File: src/rtl/data_cache_pkg.sv
`default_nettype none
// ============================================================================
// Module      : dcache_pkg
// Description : Shared widths, FSM state encoding and address field helpers
//               for the direct-mapped write-back data cache.
// Revision    : 1.0 - initial release
// ============================================================================
package dcache_pkg;

  localparam int ADDR_W   = 8;
  localparam int DATA_W   = 8;
  localparam int INDEX_W  = 3;
  localparam int OFFSET_W = 2;
  localparam int TAG_W    = ADDR_W - INDEX_W - OFFSET_W;
  localparam int BLOCK_W  = 32;

  typedef enum logic [1:0] {
    IDLE      = 2'd0,
    WRITEBACK = 2'd1,
    FETCH     = 2'd2,
    UPDATE    = 2'd3
  } state_t;

  // Upper address bits identify which block occupies a line
  function automatic logic [TAG_W-1:0] get_tag(input logic [ADDR_W-1:0] a);
    return a[ADDR_W-1 -: TAG_W];
  endfunction

  // Middle address bits select the line
  function automatic logic [INDEX_W-1:0] get_index(input logic [ADDR_W-1:0] a);
    return a[OFFSET_W +: INDEX_W];
  endfunction

  // Low address bits select the byte within the block
  function automatic logic [OFFSET_W-1:0] get_offset(input logic [ADDR_W-1:0] a);
    return a[OFFSET_W-1:0];
  endfunction

endpackage
`default_nettype wire

File: src/rtl/data_cache_if.sv
`default_nettype none
// ============================================================================
// Module      : dcache_cpu_if / dcache_mem_if
// Description : CPU-side byte handshake and memory-side block handshake of the
//               data cache. master = requester, slave = responder.
// Revision    : 1.0 - initial release
// ============================================================================
interface dcache_cpu_if #(
  parameter int ADDR_W = 8,
  parameter int DATA_W = 8
);
  logic              read;
  logic              write;
  logic [ADDR_W-1:0] address;
  logic [DATA_W-1:0] write_data;
  logic [DATA_W-1:0] read_data;
  logic              busy_wait;

  modport master (output read, write, address, write_data,
                  input  read_data, busy_wait);
  modport slave  (input  read, write, address, write_data,
                  output read_data, busy_wait);
endinterface

interface dcache_mem_if #(
  parameter int MADDR_W = 6,
  parameter int BLOCK_W = 32
);
  logic               mem_read;
  logic               mem_write;
  logic [MADDR_W-1:0] mem_address;
  logic [BLOCK_W-1:0] mem_writedata;
  logic [BLOCK_W-1:0] mem_readdata;
  logic               mem_busywait;

  modport master (output mem_read, mem_write, mem_address, mem_writedata,
                  input  mem_readdata, mem_busywait);
  modport slave  (input  mem_read, mem_write, mem_address, mem_writedata,
                  output mem_readdata, mem_busywait);
endinterface
`default_nettype wire

File: src/rtl/data_cache_fsm.sv
`default_nettype none
// ============================================================================
// Module      : dcache_fsm
// Description : Miss-handling controller: IDLE -> [WRITEBACK] -> FETCH ->
//               UPDATE -> IDLE. Memory strobes are registered; the CPU stall
//               in IDLE is combinational so hits never stall.
// Revision    : 1.0 - initial release
// ============================================================================
module dcache_fsm
  import dcache_pkg::*;
(
  input  wire logic clk,
  input  wire logic rst,
  input  wire logic i_request,
  input  wire logic i_hit,
  input  wire logic i_dirty,
  input  wire logic i_mem_busywait,
  output state_t    o_state,
  output logic      o_busy_wait,
  output logic      o_mem_read,
  output logic      o_mem_write,
  output logic      o_fill_en
);

  state_t r_state;
  logic   r_mem_read;
  logic   r_mem_write;

  // State register and registered memory strobes; strobes change on the same
  // edge as the state so they always match it
  always_ff @(posedge clk or negedge rst) begin
    if (!rst) begin
      r_state     <= IDLE;
      r_mem_read  <= 1'b0;
      r_mem_write <= 1'b0;
    end else begin
      case (r_state)
        IDLE: begin
          if (i_request && !i_hit) begin
            if (i_dirty) begin
              r_state     <= WRITEBACK;
              r_mem_write <= 1'b1;
            end else begin
              r_state    <= FETCH;
              r_mem_read <= 1'b1;
            end
          end
        end
        WRITEBACK: begin
          if (!i_mem_busywait) begin
            r_state     <= FETCH;
            r_mem_write <= 1'b0;
            r_mem_read  <= 1'b1;
          end
        end
        FETCH: begin
          if (!i_mem_busywait) begin
            r_state    <= UPDATE;
            r_mem_read <= 1'b0;
          end
        end
        UPDATE: begin
          r_state <= IDLE;
        end
        default: begin
          r_state     <= IDLE;
          r_mem_read  <= 1'b0;
          r_mem_write <= 1'b0;
        end
      endcase
    end
  end

  // Stall: only a missing request stalls in IDLE; every other state stalls.
  // Held low while reset is asserted so an outstanding request cannot stall.
  always_comb begin
    o_busy_wait = 1'b0;
    if (rst) begin
      o_busy_wait = (r_state == IDLE) ? (i_request && !i_hit) : 1'b1;
    end
  end

  assign o_fill_en   = (r_state == FETCH) && !i_mem_busywait;
  assign o_state     = r_state;
  assign o_mem_read  = r_mem_read;
  assign o_mem_write = r_mem_write;

endmodule
`default_nettype wire

File: src/rtl/data_cache.sv
`default_nettype none
// ============================================================================
// Module      : data_cache
// Description : Direct-mapped, write-back, write-allocate data cache with
//               byte CPU access and 4-byte block memory transfers.
// Revision    : 1.0 - initial release
// ============================================================================
module data_cache #(
  parameter int ADDR_W   = dcache_pkg::ADDR_W,
  parameter int DATA_W   = dcache_pkg::DATA_W,
  parameter int INDEX_W  = dcache_pkg::INDEX_W,
  parameter int OFFSET_W = dcache_pkg::OFFSET_W
) (
  input  wire logic    clk,
  input  wire logic    rst,
  dcache_cpu_if.slave  cpu,
  dcache_mem_if.master mem
);

  localparam int TAG_W   = ADDR_W - INDEX_W - OFFSET_W;
  localparam int LINES   = 1 << INDEX_W;
  localparam int BLOCK_W = DATA_W << OFFSET_W;
  localparam int LSB_W   = $clog2(BLOCK_W);

  logic [LINES-1:0]   r_valid;
  logic [LINES-1:0]   r_dirty;
  logic [TAG_W-1:0]   r_tag  [LINES];
  logic [BLOCK_W-1:0] r_data [LINES];

  logic [TAG_W-1:0]    w_tag;
  logic [INDEX_W-1:0]  w_index;
  logic [OFFSET_W-1:0] w_offset;
  logic [LSB_W-1:0]    w_lsb;
  logic                w_hit;
  logic                w_request;
  logic                w_line_dirty;
  logic                w_idle;
  logic                w_rd_hit;
  logic                w_wr_hit;
  logic                w_fill_en;
  logic                w_busy_wait;
  logic                w_mem_read;
  logic                w_mem_write;
  dcache_pkg::state_t  w_state;

  assign w_tag     = cpu.address[ADDR_W-1 -: TAG_W];
  assign w_index   = cpu.address[OFFSET_W +: INDEX_W];
  assign w_offset  = cpu.address[OFFSET_W-1:0];
  assign w_lsb     = LSB_W'(w_offset) * LSB_W'(DATA_W);

  // Simultaneous read and write is illegal and treated as no request
  assign w_request    = cpu.read ^ cpu.write;
  assign w_hit        = r_valid[w_index] && (r_tag[w_index] == w_tag);
  assign w_line_dirty = r_valid[w_index] && r_dirty[w_index];
  assign w_idle       = (w_state == dcache_pkg::IDLE);
  assign w_rd_hit     = w_idle && cpu.read && !cpu.write && w_hit;
  assign w_wr_hit     = w_idle && cpu.write && !cpu.read && w_hit;

  dcache_fsm u_fsm (
    .clk            (clk),
    .rst            (rst),
    .i_request      (w_request),
    .i_hit          (w_hit),
    .i_dirty        (w_line_dirty),
    .i_mem_busywait (mem.mem_busywait),
    .o_state        (w_state),
    .o_busy_wait    (w_busy_wait),
    .o_mem_read     (w_mem_read),
    .o_mem_write    (w_mem_write),
    .o_fill_en      (w_fill_en)
  );

  // Line status: a fill makes the line valid and clean, a store hit dirties it
  always_ff @(posedge clk or negedge rst) begin
    if (!rst) begin
      r_valid <= '0;
      r_dirty <= '0;
    end else if (w_fill_en) begin
      r_valid[w_index] <= 1'b1;
      r_dirty[w_index] <= 1'b0;
    end else if (w_wr_hit) begin
      r_dirty[w_index] <= 1'b1;
    end
  end

  // Tag and data arrays are not reset; validity alone guards them
  always_ff @(posedge clk) begin
    if (w_fill_en) begin
      r_tag[w_index]  <= w_tag;
      r_data[w_index] <= mem.mem_readdata;
    end else if (w_wr_hit) begin
      r_data[w_index][w_lsb +: DATA_W] <= cpu.write_data;
    end
  end

  // Load data is returned in the hit cycle, zero otherwise
  always_comb begin
    cpu.read_data = '0;
    if (w_rd_hit) begin
      cpu.read_data = r_data[w_index][w_lsb +: DATA_W];
    end
  end

  // Block address/data follow the state: evicted block in WRITEBACK,
  // requested block in FETCH, idle-zero otherwise
  always_comb begin
    mem.mem_address   = '0;
    mem.mem_writedata = '0;
    case (w_state)
      dcache_pkg::WRITEBACK: begin
        mem.mem_address   = {r_tag[w_index], w_index};
        mem.mem_writedata = r_data[w_index];
      end
      dcache_pkg::FETCH: begin
        mem.mem_address = cpu.address[ADDR_W-1:OFFSET_W];
      end
      default: begin
        mem.mem_address   = '0;
        mem.mem_writedata = '0;
      end
    endcase
  end

  assign cpu.busy_wait = w_busy_wait;
  assign mem.mem_read  = w_mem_read;
  assign mem.mem_write = w_mem_write;

endmodule
`default_nettype wire

File: src/flat_wrapper.sv
// flat-port wrapper written by rule: the top's interface ports become plain ports
module data_cache_flat 
#(
  parameter int ADDR_W   = dcache_pkg::ADDR_W,
  parameter int DATA_W   = dcache_pkg::DATA_W,
  parameter int INDEX_W  = dcache_pkg::INDEX_W,
  parameter int OFFSET_W = dcache_pkg::OFFSET_W
)
  (clk, rst, cpu_read, cpu_write, cpu_address, cpu_write_data, cpu_read_data, cpu_busy_wait, mem_mem_read, mem_mem_write, mem_mem_address, mem_mem_writedata, mem_mem_readdata, mem_mem_busywait);
  dcache_cpu_if #(.ADDR_W(ADDR_W), .DATA_W(DATA_W)) cpu_i ();
  dcache_mem_if mem_i ();
  input  wire logic clk;
  input  wire logic rst;
  input wire logic [$bits(cpu_i.read)-1:0] cpu_read;
  input wire logic [$bits(cpu_i.write)-1:0] cpu_write;
  input wire logic [$bits(cpu_i.address)-1:0] cpu_address;
  input wire logic [$bits(cpu_i.write_data)-1:0] cpu_write_data;
  output wire logic [$bits(cpu_i.read_data)-1:0] cpu_read_data;
  output wire logic [$bits(cpu_i.busy_wait)-1:0] cpu_busy_wait;
  output wire logic [$bits(mem_i.mem_read)-1:0] mem_mem_read;
  output wire logic [$bits(mem_i.mem_write)-1:0] mem_mem_write;
  output wire logic [$bits(mem_i.mem_address)-1:0] mem_mem_address;
  output wire logic [$bits(mem_i.mem_writedata)-1:0] mem_mem_writedata;
  input wire logic [$bits(mem_i.mem_readdata)-1:0] mem_mem_readdata;
  input wire logic [$bits(mem_i.mem_busywait)-1:0] mem_mem_busywait;
  assign cpu_i.read = cpu_read;
  assign cpu_i.write = cpu_write;
  assign cpu_i.address = cpu_address;
  assign cpu_i.write_data = cpu_write_data;
  assign cpu_read_data = cpu_i.read_data;
  assign cpu_busy_wait = cpu_i.busy_wait;
  assign mem_mem_read = mem_i.mem_read;
  assign mem_mem_write = mem_i.mem_write;
  assign mem_mem_address = mem_i.mem_address;
  assign mem_mem_writedata = mem_i.mem_writedata;
  assign mem_i.mem_readdata = mem_mem_readdata;
  assign mem_i.mem_busywait = mem_mem_busywait;
  data_cache #(.ADDR_W(ADDR_W), .DATA_W(DATA_W), .INDEX_W(INDEX_W), .OFFSET_W(OFFSET_W)) u_core (.clk(clk), .rst(rst), .cpu(cpu_i), .mem(mem_i));
endmodule
File: config.mk
export PLATFORM = sky130hd
export DESIGN_NAME = data_cache_flat
export DESIGN_NICKNAME = d
export VERILOG_FILES = /design/src/rtl/data_cache_pkg.sv /design/src/rtl/data_cache_if.sv /design/src/rtl/data_cache_fsm.sv /design/src/rtl/data_cache.sv /design/src/flat_wrapper.sv
export SDC_FILE = /design/constraint.sdc
export NUM_CORES = 1
export LEC_CHECK = 0
export ABC_CLOCK_PERIOD_IN_PS = 2800
export CAP_MARGIN = 20
export CORE_UTILIZATION = 41
export CTS_CLUSTER_DIAMETER = 80
export DETAILED_ROUTE_END_ITERATION = 8
export SLEW_MARGIN = 20
export SYNTH_ARGS = -nofsm -noshare
export SYNTH_HDL_FRONTEND = slang
export SYNTH_HIERARCHICAL = 1
export SYNTH_SLANG_ARGS = --single-unit
File: constraint.sdc
create_clock -name clk -period 2.8 [get_ports clk]
set_clock_uncertainty 0.2 [all_clocks]
set_input_delay 0.28 -clock clk [delete_from_list [all_inputs] [get_ports clk]]
set_output_delay 0.28 -clock clk [all_outputs]
set_load 0.005 [all_outputs]
==> impl_metrics.yaml, run 1 <==
status:
  status: "complete, but fails checks"
  violations: "setup timing"
sta:
  fin_ws_ns: -0.492
  hold_viol_final: 0
  setup_viol: 524
  slew_headroom: 0.538
  slew_viol_final: 0
  period_minus_slack_ns: 3.29
  worst_pin_slew_ns: 0.692
  period_share: 1.18
  finalSetupTns_ns: -39.90
  rsz0062_at_grt: "true"
  max_freq_mhz: 304
power:
  p_clk_frac: 0.311
  p_int_w: 0.00855
  ir_drop_mv: 0.384
  p_leak_nw: 7.15
  fin_total_pwr_w: 0.0117
  combPwrFrac: 0.237
  switchingPower_w: 0.00313
  switching_share: 0.268
  seqPwrFrac: 0.452
  powerDensity_mw_per_mm2: 618
global_route:
  grt_pass1_wl_um: 59800
  grt_pass1_vias: 9305
  grt_max_degree: 41
  grtUsageTotal: 0.250
  antenna_found_initial: 2
  grt_overflow: 0
flow_run:
  maxCapViolations: 0
placement:
  dpl_cell_area_mm2: 0.0167
  pre_cts_ws_ns: -0.956
  hpwl_um: 28700
  place_congestion: 0.895
  dp.cells: 1575
  io_buffers: 101
floorplan:
  num_rows: 65
  die_h_um: 183
  die_w_um: 183
  initial_core_util: 0.420
  core_area_mm2: 0.0318
  dieArea_mm2: 0.0333
  ioPinCount: 102
cts:
  cts_made_buffers: 31
  clk_latency_ns: 0.55
  cts_buffer_depth: 3
  root_buffer: "clkbuf_16"
  htreeDepth: 1
  cts.clk_slew.worst_paths_ns: 0.06
  cts_sinks: 300
  cts_tree: "yes"
critical_path:
  critPathRequiredTime_ns: 2.32
  path_class: "flip-flop to output pin"
  cp_max_fo: 5
  critical_path_arrival_ns: 2.81
  cp-start-kind: "flip-flop"
  critPathCaptureType: "output pin"
synthesis:
  synth_edf_count: 280
  synthAdderAreaFrac: 0.0112
  synth_simple_gate_area_frac: 0.0709
  synth_top_flop_cell: "edfxtp_1"
  synth_xor_area_frac: 0.000655
  synth_area_mm2: 0.0134
  syn_inst: 874
  ys_ff_latch: 300
  postSynthAreaPerCell_um2: 15.3
  synth_mux_area_frac: 0.125
  synth-compound-area-share: 0.0894
  synth_top_family_by_area: "multiplexers"
  synth_seq_area_share: 0.666
  syn_nets: 939
  yosysWarnings: 6
  yosysUniqueCellTypes: 60
  async_flop_share: 0.0667
final_layout:
  area_growth_pct: 41.4
  layout-drive-gt1-share: 0.408
  final_area_mm2: 0.0189
  nFillCells: 2452
  final_cell_mix: "edfxtp_1, buf_4, nand2_1"
  final_common_cell: "edfxtp_1"
  layout.nets: 1271
  antenna_cells: 0
  layoutNonFillerInstCount: 1660
detailed_routing:
  remaining_drc_errors: 0
  drt-vias-per-instance: 5.57
  routedWlPerCell_um: 25.1
  drtPass1Iterations: 5
  ant_nets: 0
  dr_total_vias: 9244
  drt_iter0_markers: 936
  routed_wl_um: 41700
hold_path:
  hp-class: "input pin to flip-flop"
-- state kept, by name, summed over array words and instances (netlist names), named ones only --
name	cells
u_core/r_data	256
u_core/r_tag	24
u_core/r_valid	8
u_core/u_fsm/o_mem_read	1
u_core/u_fsm/o_mem_write	1
u_core/u_fsm/o_state	2
-- cell type report --
type / count / area (µm²) / share of cell area
multi-input combinational: 470 / 4990 / 0.264
clock inverter: 14 / 71.3 / 0.00377
sequential: 300 / 8910 / 0.471
inverter: 54 / 203 / 0.0107
timing repair buffer: 349 / 3380 / 0.179
clock buffer: 38 / 802 / 0.0424
tap: 435 / 544 / 0.0288
-- layer usage --
metal | track usage | part of all wire | vias up
li1 | - | - | 4044
met1 | 0.349 | 0.42 | 4647
met2 | 0.396 | 0.47 | 469
met3 | 0.0425 | 0.086 | 82
met4 | 0.0840 | 0.030 | 2
met5 | 0 | 0.00031 | -
-- final timing paths --
check / cells past startpoint / startpoint / slack, ns / end
setup / recovery: 9 / u_core/r_tag[3][2] / -0.49 / cpu_read_data[0]
hold / removal: 6 / cpu_address[3] / 0.23 / flip-flop
setup reg to reg: 13 / u_core/r_tag[3][2] / -0.20 / u_core/r_data[3][16]
hold reg to reg: 1 / u_core/r_valid[2] / 0.27 / u_core/r_valid[2]
max in group asynchronous: 3 / rst / 1.72 / asynchronous set/reset pin
min in group asynchronous: 3 / rst / 0.45 / u_core/u_fsm/o_mem_read
-- power groups by stage --
stage	clock, W	combinational (W)	sequential, W
detailed placement	0	0.00240	0.00536
global placement	0	0.00238	0.00536
global route	0.00385	0.00294	0.00529
finish	0.00363	0.00277	0.00528
floorplan	0	0.00113	0.00534
CTS	0.00367	0.00261	0.00527
-- synthesized netlist by cell type (18+ instances only) --
cell | number | share of area
inv_1 | 53 | 0.015
edfxtp_1 | 280 | 0.63
o22ai_1 | 21 | 0.0098
o21a_1 | 34 | 0.019
mux4_2 | 37 | 0.062
a221oi_1 | 30 | 0.020
dfrtp_1 | 20 | 0.037
and2_1 | 18 | 0.0084
nand2_1 | 73 | 0.020
clkbuf_1 | 21 | 0.0059
mux2i_1 | 65 | 0.049
nor2_1 | 39 | 0.011
-- kinds of logic (layout without fill, tap and decap cells) --
family / after synthesis / count (layout)
compound gates: 157 / 157
xor+xnor: 1 / 1
fa+ha+maj: 12 / 12
buf+inv: 104 / 455
flops: 300 / 300
mux: 119 / 119
simple gates: 181 / 181
-- critical path, stage by stage, from the launching register on --
cell and delay [ns]:
edfxtp_1 0.35, a21boi_0 0.09, a211o_1 0.29, and3_4 0.19, a2111o_4 0.45, or2_4 0.26, buf_12 0.15, nor4b_4 0.20
buf_4 0.17, buf_6 0.09
-- what timing repair did --
action | in CTS | in global routing
cloned | 0 | 1
pin swaps | 24 | 19
buffers inserted | 34 | 20
hold buffers | 1 | 0
setup endpoints to repair | 511 | 558
hold endpoints to repair | 20 | 0
gates resized for setup | 212 | 101
-- stage by stage --
| step | utilization | hold WS (ns) |
|---|---|---|
| after global placement | 0.526 | 0.253 |
| after floorplan | - | -0.216 |
| after global routing | 0.594 | 0.244 |
| after detailed placement | 0.526 | 0.253 |
| final | 0.594 | 0.232 |
| after CTS | 0.586 | 0.247 |
(Power assumes the default switching activity.)
==> run 2, diff against run 1 <==
--- a/config.mk
+++ b/config.mk
@@ -8,6 +8,7 @@
 export ABC_CLOCK_PERIOD_IN_PS = 2800
 export CAP_MARGIN = 20
 export CORE_UTILIZATION = 41
+export CTS_BUF_LIST = sky130_fd_sc_hd__clkbuf_16
 export CTS_CLUSTER_DIAMETER = 80
 export DETAILED_ROUTE_END_ITERATION = 8
 export SLEW_MARGIN = 20
==> impl_metrics.yaml, run 2 (same netlist as run 1, synthesis figures left out) <==
power:
  p_leak_nw: 6.79
  ir_drop_mv: 0.388
  powerDensity_mw_per_mm2: 624
placement:
  pre_cts_ws_ns: -0.956
  dp.cells: 1575
  dpl_cell_area_mm2: 0.0167
  io_buffers: 101
  hpwl_um: 28700
  place_congestion: 0.895
sta:
  max_freq_mhz: 303
  setup_viol: 528
  hold_ws_ns: 0.253
  period_minus_slack_ns: 3.30
  slew_headroom: 0.539
  hold_viol_final: 0
  worst_pin_slew_ns: 0.691
  fin_ws_ns: -0.495
  period_share: 1.18
  rsz0062_at_grt: "true"
  slew_viol_final: 0
detailed_routing:
  routed_wl_um: 41300
  remaining_drc_errors: 0
  ant_nets: 0
  drt-vias-per-instance: 5.56
  routedWlPerCell_um: 25.0
  dr_total_vias: 9167
  drtPass1Iterations: 7
  drt_iter0_markers: 953
floorplan:
  die_w_um: 183
  die_h_um: 183
  num_rows: 65
  ioPinCount: 102
  initial_core_util: 0.420
  core_area_mm2: 0.0318
  dieArea_mm2: 0.0333
final_layout:
  antenna_cells: 0
  max_flop_register: "u_core/r_data"
  nFillCells: 2488
  final_common_cell: "edfxtp_1"
  final_core_util: 0.586
  area_growth_pct: 39.3
  final_area_mm2: 0.0186
  top_regs: "u_core/r_data (256), u_core/r_tag (24), u_core/r_valid (8)"
  largest_register_ffs: 256
  layoutNonFillerInstCount: 1648
  final_cell_mix: "edfxtp_1, buf_4, clkdlybuf4s50_1"
  layout.nets: 1259
  layout-drive-gt1-share: 0.394
global_route:
  antenna_found_initial: 4
  grt_overflow: 0
  grt_pass1_vias: 9284
  grtUsageTotal: 0.251
  grt_pass1_wl_um: 60300
  grt_max_degree: 41
hold_path:
  worst_hold_path.num_cells: 3
  timing.hold.worst_endpoint: "u_core/r_tag[7][0]"
  min-delay-start: "cpu_address[2]"
  hp-class: "input pin to flip-flop"
cts:
  htreeDepth: 1
  cts.clk_slew.worst_paths_ns: 0.06
  cts_tree: "yes"
  cts_buffer_depth: 3
  cts_made_buffers: 31
  cts_sinks: 300
  root_buffer: "clkbuf_16"
  clk_latency_ns: 0.55
critical_path:
  r2r-start: "u_core/r_tag[3][2]"
  r2r_cells: 13
  r2r-end: "u_core/r_data[5][8]"
  cp-start-kind: "flip-flop"
  critPathRequiredTime_ns: 2.32
  critical_path_arrival_ns: 2.82
  r2r_slack_ns: -0.40
  cp_max_fo: 5
  path_class: "flip-flop to output pin"
  critPathCaptureType: "output pin"
flow_run:
  maxCapViolations: 0
status:
  violations: "setup timing"
  status: "complete, but fails checks"
==> run 2: cell count changes in the layout (fill, tap and decap cells not counted), moves of 4 or more <==
cell	before	now
clkdlybuf4s50_1	61	75
buf_12	21	17
inv_1	51	58
buf_4	183	174
dlymetal6s2s_1	18	0
dlygate4sd2_1	7	12
clkbuf_1	7	0
==> run 2: cell type report <==
cell class | count | area, µm² | share of cell area
Inverter | 54 | 203 | 0.0109
Sequential cell | 300 | 8910 | 0.478
Timing Repair Buffer | 337 | 3180 | 0.171
Clock inverter | 21 | 97.6 | 0.00524
Multi-Input combinational cell | 470 | 4910 | 0.264
Tap cell | 435 | 544 | 0.0292
Clock buffer | 31 | 776 | 0.0417
==> run 2: where the power goes <==
part / switching [W] / leakage, nW / internal, W / total (W)
Sequential: 0.0000988 / 2.76 / 0.00518 / 0.00528
Combinational: 0.00138 / 3.58 / 0.00134 / 0.00273
Clock: 0.00163 / 0.451 / 0.00198 / 0.00361
==> run 2: how the worst max path moves through the flow <==
| stage | cells past startpoint | start | to |
|---|---|---|---|
| after floorplan | 8 | cpu_address[2] | u_core/r_data[0][0] |
| after global placement | 11 | cpu_address[3] | cpu_read_data[1] |
| after detailed placement | 9 | cpu_address[3] | cpu_read_data[2] |
| after CTS | 9 | u_core/r_tag[4][2] | cpu_read_data[1] |
| after global routing | 9 | u_core/r_tag[4][2] | cpu_read_data[5] |
| final | 9 | u_core/r_tag[3][2] | cpu_read_data[5] |
==> run 2: through the flow <==
step	power, W	TNS [ns]
6_report	0.0116	-178.55
5_1_grt	0.0120	-206.90
2_1_floorplan	0.00647	-1.21
3_3_place_gp	0.00774	-129.53
4_1_cts	0.0116	-166.93
3_5_place_dp	0.00776	-143.55
==> run 2: timing repair <==
action | in CTS | in global routing
pin swaps | 27 | 4
endpoints found under the hold margin | 20 | 0
hold buffers | 1 | 0
gates resized for setup | 258 | 18
setup buffers | 40 | 4
setup endpoints to repair | 511 | 554
==> run 2: worst max-delay path, cell delays in order, from the launching register on <==
cell	delay [ns]
edfxtp_1	0.35
a21boi_0	0.09
a211o_1	0.30
and3_4	0.19
a2111o_4	0.45
or2_4	0.26
buf_12	0.15
nor4b_4	0.20
buf_4	0.17
buf_6	0.09
==> run 2: layer usage <==
metal  vias up  global-route usage  share of wire
li1       4026                   -              -
met1      4612               0.350           0.42
met2       454               0.399           0.47
met3        71              0.0479          0.084
met4         4              0.0780          0.028
met5         -                   0        0.00046
==> run 3, diff against run 2 <==
--- a/config.mk
+++ b/config.mk
@@ -11,6 +11,7 @@
 export CTS_BUF_LIST = sky130_fd_sc_hd__clkbuf_16
 export CTS_CLUSTER_DIAMETER = 80
 export DETAILED_ROUTE_END_ITERATION = 8
+export REMOVE_ABC_BUFFERS = 1
 export SLEW_MARGIN = 20
 export SYNTH_ARGS = -nofsm -noshare
 export SYNTH_HDL_FRONTEND = slang
==> impl_metrics.yaml, run 3 (same netlist as run 1, synthesis figures left out) <==
sta:
  slew_viol_final: 0
  fin_ws_ns: -0.653
  period_minus_slack_ns: 3.45
  period_share: 1.23
  worst_pin_slew_ns: 0.658
  finalSetupTns_ns: -111.30
  hold_viol_final: 0
  setup_viol: 542
  slew_headroom: 0.559
  hold_ws_ns: 0.265
  rsz0062_at_grt: "true"
  max_freq_mhz: 290
detailed_routing:
  remaining_drc_errors: 0
  drt_iter0_markers: 955
  routedWlPerCell_um: 24.8
  ant_nets: 0
  drt-vias-per-instance: 5.49
  dr_total_vias: 9304
  drtPass1Iterations: 5
  routed_wl_um: 42100
hold_path:
  hp-class: "flip-flop to flip-flop"
critical_path:
  cpPeakStageDelay_ns: 0.44
  path_cells: "mux2_4, a32oi_2, a21oi_2, a2111o_4, or2_4, buf_12, buf_6, nor4_4, buf_2"
  cp-start-kind: "flip-flop"
  cp_max_fo: 4
  critPathRequiredTime_ns: 2.32
  crit_buf_inv: 3
  worst_path_max_delay_cell: "a2111o_4"
  crit_family: "compound AO/OA/AOI/OAI gates"
  path_class: "flip-flop to output pin"
  critical_path_arrival_ns: 2.97
  critPathCaptureType: "output pin"
placement:
  dpl_cell_area_mm2: 0.0168
  hpwl_um: 29800
  io_buffers: 101
  place_congestion: 0.936
  dp.cells: 1599
flow_run:
  maxCapViolations: 0
final_layout:
  final_common_cell: "edfxtp_1"
  layout-drive-gt1-share: 0.373
  largest_register_ffs: 256
  layout.nets: 1302
  final_core_util: 0.593
  multi_input_area_mm2: 0.00450
  top_regs: "u_core/r_data (256), u_core/r_tag (24), u_core/r_valid (8)"
  seq_area_mm2: 0.00891
  layoutNonFillerInstCount: 1694
  max_flop_register: "u_core/r_data"
  final_area_mm2: 0.0189
  area_growth_pct: 41.1
  nFillCells: 2438
  final_cell_mix: "edfxtp_1, buf_4, clkdlybuf4s50_1"
  antenna_cells: 0
power:
  p_leak_nw: 6.97
  powerDensity_mw_per_mm2: 638
  ir_drop_mv: 0.379
floorplan:
  die_h_um: 183
  dieArea_mm2: 0.0333
  core_area_mm2: 0.0318
  ioPinCount: 102
  die_w_um: 183
  initial_core_util: 0.420
  num_rows: 65
cts:
  cts_buffer_depth: 3
  cts_made_buffers: 30
  htreeDepth: 1
  clk_latency_ns: 0.55
  cts.clk_slew.worst_paths_ns: 0.07
  root_buffer: "clkbuf_16"
  cts_sinks: 300
  cts_tree: "yes"
global_route:
  antenna_found_initial: 1
  grtUsageTotal: 0.256
  grt_overflow: 0
  grt_pass1_vias: 9301
  grt_max_degree: 41
  grt_pass1_wl_um: 61000
status:
  violations: "setup timing"
  status: "complete, but fails checks"
run 3: cell types whose count changed in the layout (fill, tap and decap cells not counted), sizes merged:
cell and change:
clkinv +3, clkdlybuf4s50 +7, clkinvlp -2, bufinv +4
buf +44, dlygate4sd2 -7, inv -3
run 3: power breakdown:
group          internal [W]  switching (W)
registers           0.00518      0.0000932
clock network       0.00236        0.00166
logic               0.00138        0.00137
total               0.00891        0.00312
run 3: final timing paths:
check                              startpoint                       to  slack (ns)  depth (start not counted)
setup / recovery           u_core/r_tag[4][2]         cpu_read_data[4]       -0.65                          9
hold / removal              u_core/r_valid[7]        u_core/r_valid[7]        0.26                          1
setup reg to reg           u_core/r_tag[4][2]     u_core/r_data[2][12]       -0.38                         13
hold reg to reg             u_core/r_valid[7]        u_core/r_valid[7]        0.26                          1
max in group asynchronous                 rst        u_core/r_valid[3]        1.63                          3
min in group asynchronous                 rst  u_core/u_fsm/o_state[1]        0.53                          3
run 3: metrics by stage:
step / setup WS, ns / total power, W
2_1_floorplan: -1.06 / 0.00637
3_3_place_gp: -0.782 / 0.00776
3_5_place_dp: -0.810 / 0.00778
4_1_cts: -0.598 / 0.0120
5_1_grt: -0.699 / 0.0124
6_report: -0.653 / 0.0120
run 3: final cells by class:
type / instances / area share
inverters: 54 / 0.0107
well taps: 435 / 0.0288
clock buffers: 31 / 0.0411
repair buffers: 381 / 0.197
flip-flops and latches: 300 / 0.472
multi-input cells: 470 / 0.239
clock inverters: 23 / 0.0109
run 3: what timing repair did:
item | in CTS | in global routing
endpoints found under the setup margin | 515 | 556
endpoints found under the hold margin | 20 | 0
gates cloned | 2 | 0
hold buffers | 1 | 0
gates resized for setup | 171 | 26
buffers inserted | 31 | 12
pin swaps | 21 | 7
run 3: worst reg2reg max path, delay by kind of cell (launching register included):
family          cells  cell delay, ns
compound gates      4            0.92
buf+inv             7            0.98
flops               1            0.37
simple gates        1            0.14
mux                 1            0.28
run 3: routing by layer:
layer,GRT usage,up-vias,share of wire
met5,0,-,0.00031
met4,0.0736,2,0.026
met3,0.0581,65,0.098
met2,0.408,472,0.47
met1,0.351,4650,0.41
li1,-,4115,-
